<file path="src/rtl/instruction_decoder.sv">
// rtl/instruction_decoder.sv - multi-cycle control decoder for the 8-bit datapath / 1024-word memory
//
// Accepts one 16-bit instruction per handshake (iValid & oReady), latches it
// together with the A/B flags, then sequences memory, register-load, ALU and
// jump strobes. Every output is decoded from the state register and the
// instruction/flag latches only.
//
// Ports:
//   clk, reset                 clock, asynchronous active-high reset
//   iValid, iInstruction[15:0] instruction handshake and word
//   iZa iZb iCa iCb iNa iNb    zero/carry/negative flags of registers A and B
//   oReady                     decoder accepts an instruction this cycle
//   oWriteEnable, oReadEnable  memory write / read strobes
//   oReadToA, oReadToB         load memory read data into A / B
//   oAddress[9:0]              memory address or jump target (latched field)
//   oImmediate[7:0], oImmLoad  immediate value and its load strobe
//   oRegSel                    latched register select
//   oAluEn, oAluOp[1:0]        ALU strobe and operation
//   oJump                      jump taken
//   oDone, oHalt, oIllegal     last-cycle pulse, halted, undefined opcode

module instruction_decoder (
    input  logic        clk,
    input  logic        reset,
    input  logic        iValid,
    input  logic [15:0] iInstruction,
    input  logic        iZa,
    input  logic        iZb,
    input  logic        iCa,
    input  logic        iCb,
    input  logic        iNa,
    input  logic        iNb,
    output logic        oReady,
    output logic        oWriteEnable,
    output logic        oReadEnable,
    output logic        oReadToA,
    output logic        oReadToB,
    output logic [9:0]  oAddress,
    output logic [7:0]  oImmediate,
    output logic        oImmLoad,
    output logic        oRegSel,
    output logic        oAluEn,
    output logic [1:0]  oAluOp,
    output logic        oJump,
    output logic        oDone,
    output logic        oHalt,
    output logic        oIllegal
);

    typedef enum logic [2:0] {
        S_IDLE,
        S_EXEC,
        S_RD_REQ,
        S_RD_WAIT,
        S_RD_LOAD,
        S_HALT
    } state_t;

    state_t      state;
    state_t      next_state;

    logic [3:0]  opcode;
    logic        sel;
    logic [9:0]  field;
    logic        za, zb, ca, cb, na, nb;
    logic        live;       // low until the first edge after reset, keeps oReady low during reset
    logic        halt_seen;  // set after the first HALT cycle so oDone pulses only once
    logic        accept;
    logic        unused_bit;

    assign unused_bit = iInstruction[10];
    assign accept     = iValid & oReady;

    always_ff @(posedge clk or posedge reset) begin
        if (reset) begin
            state     <= S_IDLE;
            opcode    <= 4'd0;
            sel       <= 1'b0;
            field     <= 10'd0;
            {za, zb, ca, cb, na, nb} <= 6'd0;
            live      <= 1'b0;
            halt_seen <= 1'b0;
        end else begin
            state <= next_state;
            live  <= 1'b1;
            if (accept) begin
                opcode <= iInstruction[15:12];
                sel    <= iInstruction[11];
                field  <= iInstruction[9:0];
                {za, zb, ca, cb, na, nb} <= {iZa, iZb, iCa, iCb, iNa, iNb};
            end
            if (state == S_HALT) begin
                halt_seen <= 1'b1;
            end
        end
    end

    // Next state looks at the incoming opcode because the latch only updates at the accept edge.
    always_comb begin
        next_state = state;
        case (state)
            S_IDLE: begin
                if (accept) begin
                    case (iInstruction[15:12])
                        4'b0001: next_state = S_RD_REQ;
                        4'b1100: next_state = S_HALT;
                        default: next_state = S_EXEC;
                    endcase
                end
            end
            S_EXEC:    next_state = S_IDLE;
            S_RD_REQ:  next_state = S_RD_WAIT;
            S_RD_WAIT: next_state = S_RD_LOAD;
            S_RD_LOAD: next_state = S_IDLE;
            S_HALT:    next_state = S_HALT;
            default:   next_state = S_IDLE;
        endcase
    end

    always_comb begin
        oReady       = 1'b0;
        oWriteEnable = 1'b0;
        oReadEnable  = 1'b0;
        oReadToA     = 1'b0;
        oReadToB     = 1'b0;
        oImmLoad     = 1'b0;
        oAluEn       = 1'b0;
        oJump        = 1'b0;
        oDone        = 1'b0;
        oHalt        = 1'b0;
        oIllegal     = 1'b0;
        oAddress     = field;
        oImmediate   = field[7:0];
        oRegSel      = sel;
        oAluOp       = opcode[1:0];
        case (state)
            S_IDLE: oReady = live;
            S_EXEC: begin
                oDone = 1'b1;
                casez (opcode)
                    4'b0010: oWriteEnable = 1'b1;
                    4'b0011: oImmLoad     = 1'b1;
                    4'b01??: oAluEn       = 1'b1;
                    4'b1000: oJump        = 1'b1;
                    4'b1001: oJump        = sel ? zb : za;
                    4'b1010: oJump        = sel ? cb : ca;
                    4'b1011: oJump        = sel ? nb : na;
                    4'b1101, 4'b1110, 4'b1111: oIllegal = 1'b1;
                    default: ;
                endcase
            end
            S_RD_REQ, S_RD_WAIT: oReadEnable = 1'b1;
            S_RD_LOAD: begin
                oReadToA = ~sel;
                oReadToB = sel;
                oDone    = 1'b1;
            end
            S_HALT: begin
                oHalt = 1'b1;
                oDone = ~halt_seen;
            end
            default: ;
        endcase
    end

endmodule

</file>
<file path="config.mk">
export PLATFORM = sky130hd
export DESIGN_NAME = instruction_decoder
export DESIGN_NICKNAME = d
export VERILOG_FILES = /design/src/rtl/instruction_decoder.sv
export SDC_FILE = /design/constraint.sdc
export NUM_CORES = 1
export LEC_CHECK = 0
export BUFFER_PORTS_ARGS = -buffer_cell sky130_fd_sc_hd__buf_2
export CAP_MARGIN = 0
export CORE_MARGIN = 8
export CORE_UTILIZATION = 50
export DETAILED_ROUTE_END_ITERATION = 10
export GPL_ROUTABILITY_DRIVEN = 0
export PLACE_DENSITY_LB_ADDON = 0.05
export SLEW_MARGIN = 20
export SYNTH_ARGS = -nofsm -noshare
export SYNTH_HDL_FRONTEND = slang
export SYNTH_SLANG_ARGS = --single-unit
</file>
<file path="constraint.sdc">
create_clock -name clk -period 2.47 [get_ports clk]
set_clock_uncertainty 0.2 [all_clocks]
set_input_delay 0 -clock clk [delete_from_list [all_inputs] [get_ports clk]]
set_output_delay 0 -clock clk [all_outputs]
set_load 0.01 [all_outputs]
</file>
==> run summary <==
The repair_antennas step left the layout with diodes totalling 0. Summed over all layers, the global routing overflow is 0. For this run, the top clock speed supported by timing is 491 MHz. The number of gates resized after CTS was 0. For the data arrival time of the critical path, the log shows 1.84 ns. Setup violations remaining at the end of the flow were counted as 0. For the clock insertion delay at the later pin of the skew report, the log shows 0.30 ns. Type of element launching the critical path: a flip-flop. The multi-input combinational cells in the finished layout cover a total of 561 µm².

For the total count of max-transition violations in the final report, the log shows 0. The deepest clock path buffer count came out at 2. In this run the tightest slew margin relative to its limit is 37.2%. The tools report the category of the worst setup path capture point as an output port. 57 I/O pins were placed. The largest single stage delay on the critical path is 0.51 ns.

TritonCTS built the clock tree. Layout net count: 190. For the number of global-route vias before repair, the log shows 931. The initial antenna violation count came out at 0. Post-CTS clock slew at the launch and capture registers of the worst setup and hold paths: 0.13 ns. Distinct cell type count of the synthesized netlist: 28. The prevailing post-synth register cell was sky130_fd_sc_hd__dfrtp_1. The share of flip-flops with an asynchronous set or reset after synthesis came out at 100%. The HPWL after detailed placement is 2110 µm. For this design the ratio of total power to cell area is 364 nW/µm².

Dividing the synthesized area by the synthesized cell count gives 13.9 µm². The logs give 0.229 ns for the worst hold margin and 0.432 ns for the post-route worst setup slack. For the total number of yosys warnings, the log shows 0. By count the netlist is led by 26 x sky130_fd_sc_hd__dfrtp_1, 18 x sky130_fd_sc_hd__mux2_4, 10 x sky130_fd_sc_hd__buf_4. The initialized floorplan defines 18 standard-cell rows. Using the TritonRoute via totals, the vias-per-cell ratio works out to 4.88. The sequential cells in the finished layout cover a total of 651 µm². The floorplan step defined a core boundary enclosing 2500 µm².

The register with the most flip-flops in the layout has 10 of them. Final clock period utilization by the worst path: 82.5%. The tools report the sum of routed wire length over all layers as 2910 µm. The max capacitance violation total is 0, and the flop-to-flop setup slack is 0.58 ns.

Prior to clock tree synthesis, the placed netlist has a worst setup slack of 0.612 ns. Setup repair after global routing left no endpoint under its margin. At the pin with the least slew margin, the transition time is 0.940 ns.

The clock sink count was 26. Across every metal layer, demand over resource in global routing totals 12.3%. The width of the die was 67.6 µm; the area enclosed by the die boundary was 4570 µm². Leakage power total: 0.998 nW. The smallest clock period supported by the final layout is computed as 2.04 ns.

The worst setup path is of the flip-flop to output port kind. The run gives 53.3% as the initial standard-cell utilization of the core. The synthesized design spends more area on one cell type than any other, namely sky130_fd_sc_hd__dfrtp_1.

The count of buffers inserted at the top-level ports was 55. The most instantiated library cell after synthesis is sky130_fd_sc_hd__dfrtp_1. For the initial DRC count, the log shows 29. The tools report the cell count after synthesis as 96. The end-of-flow core utilization came out at 71.4%.

The worst IR drop on VDD is 0.335 mV. For the final routed database, the setup TNS stands at 0 ns. Ranked by total cell area, the synthesized netlist is headed by sky130_fd_sc_hd__dfrtp_1 49%, sky130_fd_sc_hd__mux2_4 20%, sky130_fd_sc_hd__buf_4 5.6%, sky130_fd_sc_hd__mux2_2 3.4%, sky130_fd_sc_hd__buf_6 2.5%. The post-synthesis register bit count was 26; the area growth from synthesis to layout was 34.0%.

Dividing the detail-routed wire length by the instance count gives 15.1 µm. At the worst endpoint, the required time is 2.27 ns. The H-tree depth reported by CTS is 1.

The first-pass GRT wire length was 4350 µm; the final routed DRC violation total was 0. Clock tree synthesis selected as its root buffer the cell sky130_fd_sc_hd__clkbuf_4. On the critical path, the stage with the largest delay is an instance of sky130_fd_sc_hd__dfrtp_1.

The maximum number of pins on one net before global-route repair is 27. The final number of hold-violating endpoints is 0. The count of flip-flops with a built-in enable after synthesis was 0; the proportion of netlist area held by the largest area contributor was 48.9%.

Detailed routing inserted a total of 942 vias. The synthesized netlist occupies a cell area of 1330 µm². The net count after synthesis is 121.

The count of filler cells inserted in the layout is 175, and the number of nets with antenna violations after routing is 0. The clock buffer count from CTS is 3. Walking the worst path, the cells encountered are nor2b_1 > nand3b_1 > a2111oi_0 > buf_2.

The die is 67.6 µm tall. Cells with a size suffix above 1 make up 51.5% of the layout. For this run, the detailed router's first-pass iteration total came to 4. The largest fanout on the critical path is 8, and the proportion of synthesized chip area in sequential cells is 48.9%.

The total power after layout was 0.650 mW. The flow ran to the end, and the final reports show no timing, DRC or antenna violations. The worst min-delay path class was primary input to async pin.
## final timing paths
check / end / from / cells after the start
worst max-delay path: oJump / state[0]$_DFFE_PP0P_ / 4
worst min-delay path: oAddress[8]$_DFFE_PP0P_ / reset / 3
worst max register to register: oAddress[9]$_DFFE_PP0P_ / state[1]$_DFFE_PP0P_ / 3
worst min register to register: halt_seen$_DFFE_PP0N_ / halt_seen$_DFFE_PP0N_ / 1
max in group asynchronous: oAddress[4]$_DFFE_PP0P_ / reset / 3
min in group clk: za$_DFFE_PP0P_ / iZa / 3
## placed cells by master (no fill, tap or decap), types with 2 or more instances in the layout
master | netlist | routed
sky130_fd_sc_hd__nor3_1 | 3 | 3
sky130_fd_sc_hd__mux2_4 | 18 | 18
sky130_fd_sc_hd__clkbuf_4 | 0 | 3
sky130_fd_sc_hd__dlygate4sd3_1 | 0 | 23
sky130_fd_sc_hd__and3_1 | 2 | 2
sky130_fd_sc_hd__mux2_2 | 4 | 4
sky130_fd_sc_hd__dfrtp_1 | 26 | 26
sky130_fd_sc_hd__nor2b_1 | 3 | 3
sky130_fd_sc_hd__inv_1 | 2 | 2
sky130_fd_sc_hd__o21ai_0 | 4 | 4
sky130_fd_sc_hd__buf_2 | 0 | 55
sky130_fd_sc_hd__nor2_1 | 2 | 2
sky130_fd_sc_hd__nor4b_1 | 3 | 3
## report_power, final
group	switching (mW)	internal (mW)
combinational	0.0201	0.0387
sequential	0.000236	0.426
clock	0.108	0.0569
## final cells by class
class,count,share of cell area [%]
Clock buffer,3,1.26
Tap cell,30,2.10
Multi-Input combinational cell,54,31.4
Timing Repair Buffer,78,28.3
Inverter,2,0.421
Sequential cell,26,36.5
## metrics by stage
stage | cell area (µm²) | instances
floorplan | 1330 | 96
global placement | 1530 | 167
global route | 1780 | 193
detailed placement | 1530 | 167
CTS | 1780 | 193
finish | 1780 | 193
## logic make-up after synthesis
kind of cell / count (synthesis) / share of synthesized area, %
AOI/OAI and AO/OA: 7 / 3.20
buffers and inverters: 16 / 9.02
DFF: 26 / 48.9
muxes: 23 / 25.4
other: 1 / 0.282
and+or+nand+nor: 23 / 13.3
## metal layers
layer / share of wire [%] / wire length, µm / up-vias / GRT usage [%]
met4: 0.41 / 12 / 0 / 3.92
met2: 51 / 1500 / 26 / 21.3
li1: - / - / 468 / -
met1: 41 / 1190 / 446 / 14.4
met3: 7.2 / 210 / 2 / 3.31
met5: 0 / 0 / - / 0
## worst max-delay path: cells and delay by family (launching register included)
kind                   cells  cell delay (ns)
AND/OR/NAND/NOR            2             0.54
buffers and inverters      1             0.20
AO/OA/AOI/OAI              1             0.28
flip-flops                 1             0.51
## what timing repair did
action / CTS / global route
hold buffers: 23 / 0
hold endpoints to repair: 50 / 0
buffers inserted: 0 / 0
Power figures use the tool's default switching activity.
